==> src/rtl/uart_tx_block128.sv <==
// Serialises 128-bit blocks as 16 UART 8N1 bytes, MSB byte first, LSB bit first.
// A holding register lets the next block queue up while the active one is on the wire.
module uart_tx_block128 #(
    parameter int unsigned CLKS_PER_BIT   = 434,
    parameter int unsigned INTER_BYTE_GAP = 0
) (
    input  logic         clk_i,
    input  logic         rst_ni,
    input  logic [127:0] block_in_i,
    input  logic         block_valid_i,
    output logic         block_ready_o,
    output logic         tx_o,
    output logic         busy_o,
    output logic         done_o
);

    localparam int unsigned BaudW = $clog2(CLKS_PER_BIT);
    localparam int unsigned GapW  = $clog2(INTER_BYTE_GAP + 2);

    localparam logic [BaudW-1:0] BaudLast = BaudW'(CLKS_PER_BIT - 1);
    localparam logic [GapW-1:0]  GapLast  = GapW'(INTER_BYTE_GAP - 1);

    typedef enum logic [2:0] {
        StIdle,
        StStart,
        StData,
        StStop,
        StGap
    } state_e;

    state_e             state_q, state_d;
    logic [BaudW-1:0]   baud_q, baud_d;
    logic [2:0]         bit_q, bit_d;
    logic [GapW-1:0]    gap_q, gap_d;
    logic [3:0]         byte_q, byte_d;
    logic [127:0]       active_q, active_d;
    logic [127:0]       hold_q, hold_d;
    logic               hold_valid_q, hold_valid_d;
    logic               tx_q, tx_d;
    logic               busy_q, busy_d;
    logic               done_q, done_d;

    logic               accept;
    logic               bit_end;
    logic               byte_end;
    logic               blk_end;
    logic               active_free;

    assign accept = block_valid_i && !hold_valid_q;

    // State register
    always_ff @(posedge clk_i or negedge rst_ni) begin
        if (!rst_ni) begin
            state_q      <= StIdle;
            baud_q       <= '0;
            bit_q        <= '0;
            gap_q        <= '0;
            byte_q       <= '0;
            active_q     <= '0;
            hold_q       <= '0;
            hold_valid_q <= 1'b0;
            tx_q         <= 1'b1;
            busy_q       <= 1'b0;
            done_q       <= 1'b0;
        end else begin
            state_q      <= state_d;
            baud_q       <= baud_d;
            bit_q        <= bit_d;
            gap_q        <= gap_d;
            byte_q       <= byte_d;
            active_q     <= active_d;
            hold_q       <= hold_d;
            hold_valid_q <= hold_valid_d;
            tx_q         <= tx_d;
            busy_q       <= busy_d;
            done_q       <= done_d;
        end
    end

    // Next-state logic
    always_comb begin
        state_d      = state_q;
        baud_d       = baud_q;
        bit_d        = bit_q;
        gap_d        = gap_q;
        byte_d       = byte_q;
        active_d     = active_q;
        hold_d       = hold_q;
        hold_valid_d = hold_valid_q;
        byte_end     = 1'b0;
        blk_end      = 1'b0;
        active_free  = 1'b0;

        bit_end = (state_q != StIdle) && (baud_q == BaudLast);
        if (state_q != StIdle) begin
            baud_d = bit_end ? '0 : baud_q + 1'b1;
        end

        case (state_q)
            StIdle: begin
                state_d = StIdle;
            end
            StStart: begin
                if (bit_end) begin
                    state_d = StData;
                    bit_d   = '0;
                end
            end
            StData: begin
                if (bit_end) begin
                    if (bit_q == 3'd7) begin
                        state_d = StStop;
                    end else begin
                        bit_d = bit_q + 3'd1;
                    end
                end
            end
            StStop: begin
                if (bit_end) begin
                    if (INTER_BYTE_GAP == 0) begin
                        byte_end = 1'b1;
                    end else begin
                        state_d = StGap;
                        gap_d   = '0;
                    end
                end
            end
            StGap: begin
                if (bit_end) begin
                    if (gap_q == GapLast) begin
                        byte_end = 1'b1;
                    end else begin
                        gap_d = gap_q + 1'b1;
                    end
                end
            end
            default: begin
                state_d = StIdle;
            end
        endcase

        if (byte_end) begin
            if (byte_q == 4'd15) begin
                blk_end = 1'b1;
                state_d = StIdle;
            end else begin
                byte_d  = byte_q + 4'd1;
                state_d = StStart;
            end
        end

        // The active register may reload while idle or on the final cycle of its block,
        // which is what makes queued blocks run back to back without an idle bit.
        active_free = (state_q == StIdle) || blk_end;

        if (active_free && hold_valid_q) begin
            active_d     = hold_q;
            hold_valid_d = 1'b0;
            state_d      = StStart;
            byte_d       = '0;
            baud_d       = '0;
        end else if (accept && active_free) begin
            active_d = block_in_i;
            state_d  = StStart;
            byte_d   = '0;
            baud_d   = '0;
        end else if (accept) begin
            hold_d       = block_in_i;
            hold_valid_d = 1'b1;
        end
    end

    // Outputs are computed from next state so the registered tx lines up with state_q.
    always_comb begin
        tx_d   = 1'b1;
        busy_d = (state_d != StIdle);
        done_d = blk_end;
        case (state_d)
            StStart: tx_d = 1'b0;
            StData:  tx_d = active_d[{~byte_d, bit_d}];
            default: tx_d = 1'b1;
        endcase
    end

    assign block_ready_o = ~hold_valid_q;
    assign tx_o          = tx_q;
    assign busy_o        = busy_q;
    assign done_o        = done_q;

endmodule
==> config.mk <==
export PLATFORM = sky130hd
export DESIGN_NAME = uart_tx_block128
export DESIGN_NICKNAME = d
export VERILOG_FILES = /design/src/rtl/uart_tx_block128.sv
export SDC_FILE = /design/constraint.sdc
export NUM_CORES = 1
export LEC_CHECK = 0
export BUFFER_PORTS_ARGS = -buffer_cell sky130_fd_sc_hd__clkbuf_2
export CAP_MARGIN = 0
export CORE_ASPECT_RATIO = 1.5
export CORE_MARGIN = 2
export CORE_UTILIZATION = 65
export CTS_BUF_LIST = sky130_fd_sc_hd__clkbuf_4 sky130_fd_sc_hd__clkbuf_8
export DETAILED_ROUTE_END_ITERATION = 16
export GPL_ROUTABILITY_DRIVEN = 1
export PLACE_DENSITY = 0.86
export SETUP_SLACK_MARGIN = 0.15
export SKIP_CTS_REPAIR_TIMING = 1
export SYNTH_ARGS = -nofsm -noshare
export SYNTH_HDL_FRONTEND = slang
export SYNTH_SLANG_ARGS = --single-unit
==> constraint.sdc <==
create_clock -name clk_i -period 6.9 [get_ports clk_i]
set_input_delay 1.38 -clock clk_i [delete_from_list [all_inputs] [get_ports clk_i]]
set_output_delay 1.38 -clock clk_i [all_outputs]
set_load 0.02 [all_outputs]
==> summary.md, run 1 <==
| Metric | Value |
|---|---|
| TritonRoute pass-1 iters | `6` |
| Critical path arrival | `5090 ps` |
| Post-synth top area share | `0.494` |
| Detailed Place HPWL | `approximately 27000 um` |
| CTS H-tree lvls | `2` |
| Share of cells above drive strength 1 | `0.265` |
| Tightest Hold Check Type | `reg2reg` |
| Initial antenna violation count | `0` |
| Synth Area in Adders | `0.00354` |
| Worst-path clk slew | `around 70 ps` |
| Final wirelength | `between 40000 and 50000 um` |
| Initial DRC Count | `~1700` |
| Final setup violation count | `0` |
| Unrepaired setup endpoints after global routing | `false` |
| Cell with the most instances after synthesis | `dfrtp_1` |
| Slew @ Worst Pin | `~1100 ps` |
| Routed via count | `12600` |
| Synth Instances | `between 1000 and 1500` |
| Post-synth top area cell | `dfrtp_1` |
| Lkg Pwr | `roughly 7.4 nW` |
| Die Area | `~0.023 mm^2` |
| Pin count of the biggest net entering global routing | `107` |
| Nets | `roughly 1600` |
| TritonCTS clock tree | `done` |
| Average size of a mapped cell | `approximately 10 um^2` |
| Simple-gate share of the synthesized area | `0.117` |
| CP peak stage delay | `890 ps` |
| Compound-cell area share of the yosys netlist | `0.233` |
| Via density | `roughly 7.1` |
| Synth Area in XOR/XNOR | `0.00434` |
| Seq cells post-synth | `280` |
| Final hold viol count | `0` |
| RD Place Congestion | `0.932` |
| Syn_nets | `between 1500 and 2000` |
| Mux contribution to synthesized area | `0.0954` |
| Final min period | `4610 ps` |
| Async S/R FF share, synth | `1.00` |
| Final worst-path cycle share | `0.668` |
| CP max FO | `44` |
| Dominant synthesized flop cell | `dfrtp_1` |
| Number of synthesized flops with an enable pin | `0` |
| CTS max path bufs | `3` |
| Slowest cell on crit path | `o21ai_4` |
| Global-route wire length before repair | `between 60000 and 70000 um` |
| GRT Overall Usage | `0.364` |
| Relative slew slack | `0.257` |
| Status | `finished clean` |
| Clk sinks | `280` |
| Post-Route Skew | `about 19 ps` |
| Top cells by area, synth | `dfrtp_1 (49%), mux2_2 (9.4%), o22ai_1 (5.1%)` |
| Site row count | `66` |
| Pins Over Slew Limit | `0` |
| Antenna cells | `0` |
| Maxcap violations | `0` |
| Die Ht | `between 150 and 200 um` |
| Largest family of logic cells by synthesized area | `compound AO/OA/AOI/OAI gates` |
| Clock Latency Late Sink | `between 500 and 600 ps` |
| Most frequent cells after synthesis | `dfrtp_1 (279), mux2_2 (118), o22ai_1 (115), nand2_1 (93), a21oi_1 (88)` |
| Starting density of the core | `0.656` |
| Mapped Area | `0.0141 mm^2` |
| Root Driver | `clkbuf_8` |
| Max Clk Rate | `about 220 MHz` |
| Core Footprint | `~0.022 mm^2` |
| CP endpoint kind | `flop` |
| Cts bufs inserted | `44` |
| Io pins | `135` |
| Share of synthesized area occupied by flip-flops and latches | `0.496` |
| VDD IR max | `about 0.16 mV` |
| Routed WL per cell | `approximately 24 um` |
| IO buf count | `~130` |
| Gr ovfl total | `0` |
| DRC | `0` |
| Die width | `124 um` |
| Area growth from synthesis to layout | `11.8%` |
| PD cells | `between 200 and 250 mW/mm^2` |
| Ys Warns | `0` |
| Crit Path Class | `reg2reg` |
| Sum Neg Setup Slack | `0 ps` |
| Synth unique cells | `between 70 and 80` |
| Critical Path RT | `roughly 7400 ps` |
| Number of global-route vias before repair | `between 10000 and 15000` |
| Total power | `between 0.003 and 0.004 W` |
| Critical Path Source Type | `flop` |
| DRT antenna net count | `0` |
| CP Cell Sequence | `and4bb_1 -> o2111ai_4 -> inv_4 -> o21ai_4 -> buf_4 -> o22ai_1 -> a21oi_1 -> o221ai_1 -> nor4_1 -> o32ai_1 -> a22oi_1` |
## routing by layer
metal / global-route usage / wire, um / up-vias
li1: - / - / 5407
met1: 0.467 / 15400 / 6101
met2: 0.577 / 19900 / 868
met3: 0.0673 / 4120 / 201
met4: 0.224 / 2820 / 0
met5: 0 / 0 / -
## per-stage QoR
step	area, um^2	utilization	setup slack, ps	hold slack, ps	std cells
final	15800	0.734	2290	489	1772
after global routing	15800	0.734	2110	512	1772
after CTS	15800	0.734	2470	491	1772
after detailed placement	14900	0.692	2390	477	1697
after global placement	14900	0.692	2400	464	1697
after floorplan	14100	-	3420	448	1376
## logic make-up (layout without fill, tap and decap cells)
| kind of cell | Yosys count | in the layout |
|---|---|---|
| xor gates and xnor gates | 7 | 7 |
| DFF | 280 | 280 |
| muxes | 120 | 120 |
| adders and majority gates | 4 | 4 |
| buffers and inverters | 175 | 299 |
| AOI/OAI and AO/OA | 456 | 456 |
| and+or+nand+nor | 334 | 334 |
## report_power, final
part           total, W  internal (W)  leakage, nW  switching, W
Combinational  0.000234      0.000108         3.48      0.000126
Sequential      0.00177       0.00173         3.45     0.0000434
Clock           0.00145      0.000790        0.475      0.000660
Total           0.00345       0.00262         7.40      0.000830
## cells in the final DEF (no fill, tap or decap), types with 30 or more instances in the layout
master    netlist  layout
dfrtp_1       279     279
clkbuf_2        0     132
mux2_2        118     118
o22ai_1       115     115
nand2_1        93      92
a21oi_1        88      88
nor2_1         86      86
inv_1          58      57
clkbuf_8        0      52
o21ai_0        30      30
buf_4           7      30
## flip-flops by register name, summed over array words and instances, names as in the netlist
signal	cells
active_q	128
hold_q	128
baud_q	9
byte_q	4
bit_q	3
state_q	3
busy_o	1
done_o	1
gap_q	1
hold_valid_q	1
tx_o	1
## final cells by class
type,instances,area [um^2]
flip-flops and latches,280,7010
multi-input cells,921,6440
fillers,1513,5740
repair buffers,163,901
clock buffers,65,813
well taps,272,340
inverters,61,231
clock inverters,10,80.1
## final timing paths
path,cells past startpoint,end,slack [ps],startpoint
max reg2reg,11,tx_o$_DFF_PN1_,2290,state_q[0]$_DFF_PN0_
max in group asynchronous,2,active_q[15]$_DFF_PN0_,4560,rst_ni
min reg2reg,2,hold_q[3]$_DFFE_PN0P_,490,hold_q[3]$_DFFE_PN0P_
min in group asynchronous,1,active_q[102]$_DFF_PN0_,850,rst_ni
max,11,tx_o$_DFF_PN1_,2290,state_q[0]$_DFF_PN0_
min,2,hold_q[3]$_DFFE_PN0P_,490,hold_q[3]$_DFFE_PN0P_
## worst max-delay path, delay by kind of cell, from the launching register on
family / cells / cell delay, ps
buffers and inverters: 2 / 820
flip-flops: 1 / 670
AO/OA/AOI/OAI: 7 / 2210
AND/OR/NAND/NOR: 2 / 780
Power figures use the tool's default switching activity.
==> run 2: changes to the inputs <==
- ABC_AREA: not set -> 1
- CORE_UTILIZATION: 65 -> 55
- PLACE_DENSITY: 0.86 -> 0.78
- clock period: 6.9 -> 3.87 ns (I/O delays scaled with it)
==> run 2 against run 1 <==
  * Non-clock buffer count is 4 lower
  * Global-route usage is 9.1 points lower
  * Clock-buffer cell count is 5 higher
  * Register-to-register slack worse by 1700 ps
  * Final cell count is 7.4% higher
  * Combinational power is 39% higher
  * Clock power is 68% higher
  * Largest power group unchanged
  * Highest routed layer unchanged
==> summary.md, run 2 <==
| Metric | Value |
|---|---|
| Status | `finished clean` |
| Post-synth top area share | `0.526 (+0.0324)` |
| Gr ovfl total | `0 (unchanged)` |
| CP Cell Sequence | `ha_1 -> inv_1 -> nor3_1 -> nand3_4 -> nand2_4 -> o21ai_4 -> buf_12 -> nand2_1 -> nand3_1 -> nand2_1 -> nand2_1 -> nand2_1 -> nand3_1 -> nand3_1 -> nand3_1 -> nand3_1 -> nand3_1 -> nand3_1 -> nand2_1` |
| Post-synth top area cell | `dfrtp_1` |
| Routed via count | `10800 (-14%)` |
| Worst-path clk slew | `70 ps (about the same)` |
| Top Registers | `active_q: 128 flops, hold_q: 128 flops, baud_q: 9 flops` |
| Unrepaired setup endpoints after global routing | `false` |
| Critical path arrival | `3740 ps (-1350 ps)` |
| Share of synthesized area occupied by flip-flops and latches | `0.528 (+0.0325)` |
| Clock Latency Late Sink | `570 ps (about the same)` |
| Number of synthesized flops with an enable pin | `0 (unchanged)` |
| Buffer and inverter count on the worst path | `2 (unchanged)` |
| Seq cells post-synth | `280 (unchanged)` |
| CTS max path bufs | `3 (unchanged)` |
| Critical Path RT | `4350 ps (-3030 ps)` |
| Antenna cells | `0 (unchanged)` |
| Syn_nets | `1566 (+3.6%)` |
| Cell with the most instances after synthesis | `nand2_1` |
| Post-Route Skew | `17.5 ps (-1.30 ps)` |
| Starting density of the core | `0.559 (-0.0971)` |
| Top cells by area, synth | `dfrtp_1 (53%), nand2_1 (15%), mux2_2 (11%)` |
| Top cell by count, worst path | `nand3_1` |
| Pin count of the biggest net entering global routing | `92 (-14%)` |
| Initial DRC Count | `833 (-52%)` |
| Site row count | `69 (+4.5%)` |
| Largest delay share family, worst path | `simple AND/OR/NAND/NOR gates` |
| Async S/R FF share, synth | `1.00 (unchanged)` |
| Commonest non-fill, non-tap cell in the layout | `nand2_1` |
| Area growth from synthesis to layout | `12.9%` |
| Most frequent cells in the layout | `nand2_1 (545), dfrtp_1 (279), nand3_1 (231)` |
| Dominant synthesized flop cell | `dfrtp_1` |
| RD Place Congestion | `0.849 (-8.9%)` |
| Most frequent cells after synthesis | `nand2_1 (547), dfrtp_1 (279), nand3_1 (231), mux2_2 (129), nand4_1 (59)` |
| Pins Over Slew Limit | `0 (unchanged)` |
| R2R Path Start | `byte_q[0]$_DFF_PN0_` |
| Total power | `0.00587 W (+70%)` |
| Crit. Startpoint | `byte_q[0]$_DFF_PN0_` |
| Core Footprint | `0.0237 mm^2 (+10%)` |
| Via density | `5.66 (-20%)` |
| Initial antenna violation count | `0 (unchanged)` |
| Tightest Hold Check Type | `in2async` |
| Crit Path Class | `reg2reg` |
| Die width | `131 um (+5.1%)` |
| Root Driver | `clkbuf_8` |
| Slew @ Worst Pin | `704 ps (-383 ps)` |
| DRC | `0 (unchanged)` |
| CP endpoint kind | `flop` |
| Nets | `1691 (+5.3%)` |
| Slowest cell on crit path | `nor3_1` |
| Cts bufs inserted | `42 (-4.5%)` |
| Synth Instances | `1431 (+4.0%)` |
| Final wirelength | `33700 um (-20%)` |
| Global-route wire length before repair | `54700 um (-19%)` |
| Synth unique cells | `38 (-51%)` |
| TritonCTS clock tree | `done` |
| Detailed Place HPWL | `22800 um (-16%)` |
| CP peak stage delay | `450 ps (-440 ps)` |
| Share of cells above drive strength 1 | `0.251 (-0.0141)` |
| CP max FO | `69 (+57%)` |
| Die Area | `0.0254 mm^2 (+11%)` |
| CTS H-tree lvls | `2 (unchanged)` |
| TritonRoute pass-1 iters | `5 (-1)` |
| Clk sinks | `280 (unchanged)` |
| Final worst-path cycle share | `0.843 (+0.175)` |
| Lkg Pwr | `7.07 nW (-4.4%)` |
| R2R setup slack | `610 ps (-1680 ps)` |
| Maxcap violations | `0 (unchanged)` |
| Mapped Area | `0.0133 mm^2 (-6.1%)` |
| Die Ht | `194 um (+5.2%)` |
| Critical Path Source Type | `flop` |
| Final hold viol count | `0 (unchanged)` |
| Number of global-route vias before repair | `11000 (-13%)` |
| Final min period | `3260 ps (-1350 ps)` |
| GRT Overall Usage | `0.273 (-0.0907)` |
| Routed WL per cell | `17.7 um (-26%)` |
| Ys Warns | `0 (unchanged)` |
| IO buf count | `134 (unchanged)` |
| Sum Neg Setup Slack | `0 ps (unchanged)` |
| VDD IR max | `0.298 mV (+88%)` |
| PD cells | `392 mW/mm^2 (+79%)` |
| Io pins | `135 (unchanged)` |
| Max Clk Rate | `306 MHz (+41%)` |
| Average size of a mapped cell | `9.27 um^2 (-9.8%)` |
| DRT antenna net count | `0 (unchanged)` |
| Relative slew slack | `0.531 (+0.274)` |
| Final setup violation count | `0 (unchanged)` |
run 2: cell types whose count changed in the layout (fill, tap and decap cells not counted), moves of 19 or more:
cell / before / now
o22ai_1: 115 / 1
nand3_1: 15 / 231
nor2_1: 86 / 13
and3_1: 19 / 0
nand2_1: 92 / 545
nand2b_1: 26 / 0
a211oi_1: 28 / 0
or3_1: 29 / 0
inv_1: 57 / 25
nand4_1: 10 / 59
o21ai_0: 30 / 4
a21oi_1: 88 / 2
run 2: per-stage QoR:
step                std cells  instance area, um^2  utilization  hold slack (ps)  setup WS [ps]
floorplan                1431                13300            -              443           1350
global route             1903                15000        0.631              293            352
CTS                      1903                15000        0.631              246            691
detailed placement       1831                14100        0.596              459            676
global placement         1831                14100        0.596              457            672
finish                   1903                15000        0.631              240            607
run 2: worst paths after layout:
| kind | to | cells past startpoint |
|---|---|---|
| max in group asynchronous | tx_o$_DFF_PN1_ | 2 |
| setup reg to reg | tx_o$_DFF_PN1_ | 19 |
| hold reg to reg | active_q[85]$_DFF_PN0_ | 2 |
| min in group clk_i | hold_q[101]$_DFFE_PN0P_ | 2 |
| setup / recovery | tx_o$_DFF_PN1_ | 19 |
| hold / removal | active_q[40]$_DFF_PN0_ | 1 |
run 2: routing by layer:
layer  vias up  global-route usage  wire (um)
met3       106              0.0425       1950
met4         0               0.133       1610
met2       373               0.456      17000
met1      5264               0.344      13200
li1       5034                   -          -
met5         -                   0          0
run 2: report_power, final:
group	switching (W)	internal, W
clock	0.00110	0.00133
combinational	0.000178	0.000148
sequential	0.0000722	0.00303
total	0.00135	0.00451
run 2: cell families (layout without fill, tap and decap cells):
group	Yosys count	count (layout)	synth area share
simple gates	881	881	0.294
fa+ha+maj	4	4	0.00377
mux	129	129	0.109
buf+inv	111	264	0.0487
compound gates	17	17	0.0101
flops	280	280	0.528
xor+xnor	9	9	0.00594
run 2: final cells by class:
class                   instances  area, um^2
well taps                     319         399
inverters                      33         124
clock inverters                 2        12.5
flip-flops and latches        280        7010
repair buffers                159         981
clock buffers                  70         826
multi-input cells            1040        5630
fillers                      1951        8760
run 2: worst register-to-register path, stage by stage, from the launching register on:
cell	delay, ps
dfrtp_1	380
ha_1	180
inv_1	60
nor3_1	450
nand3_4	240
nand2_4	240
o21ai_4	230
buf_12	290
nand2_1	150
nand3_1	90
nand2_1	80
nand2_1	80
nand2_1	70
nand3_1	100
nand3_1	170
nand3_1	90
nand3_1	70
nand3_1	80
nand3_1	70
nand2_1	50
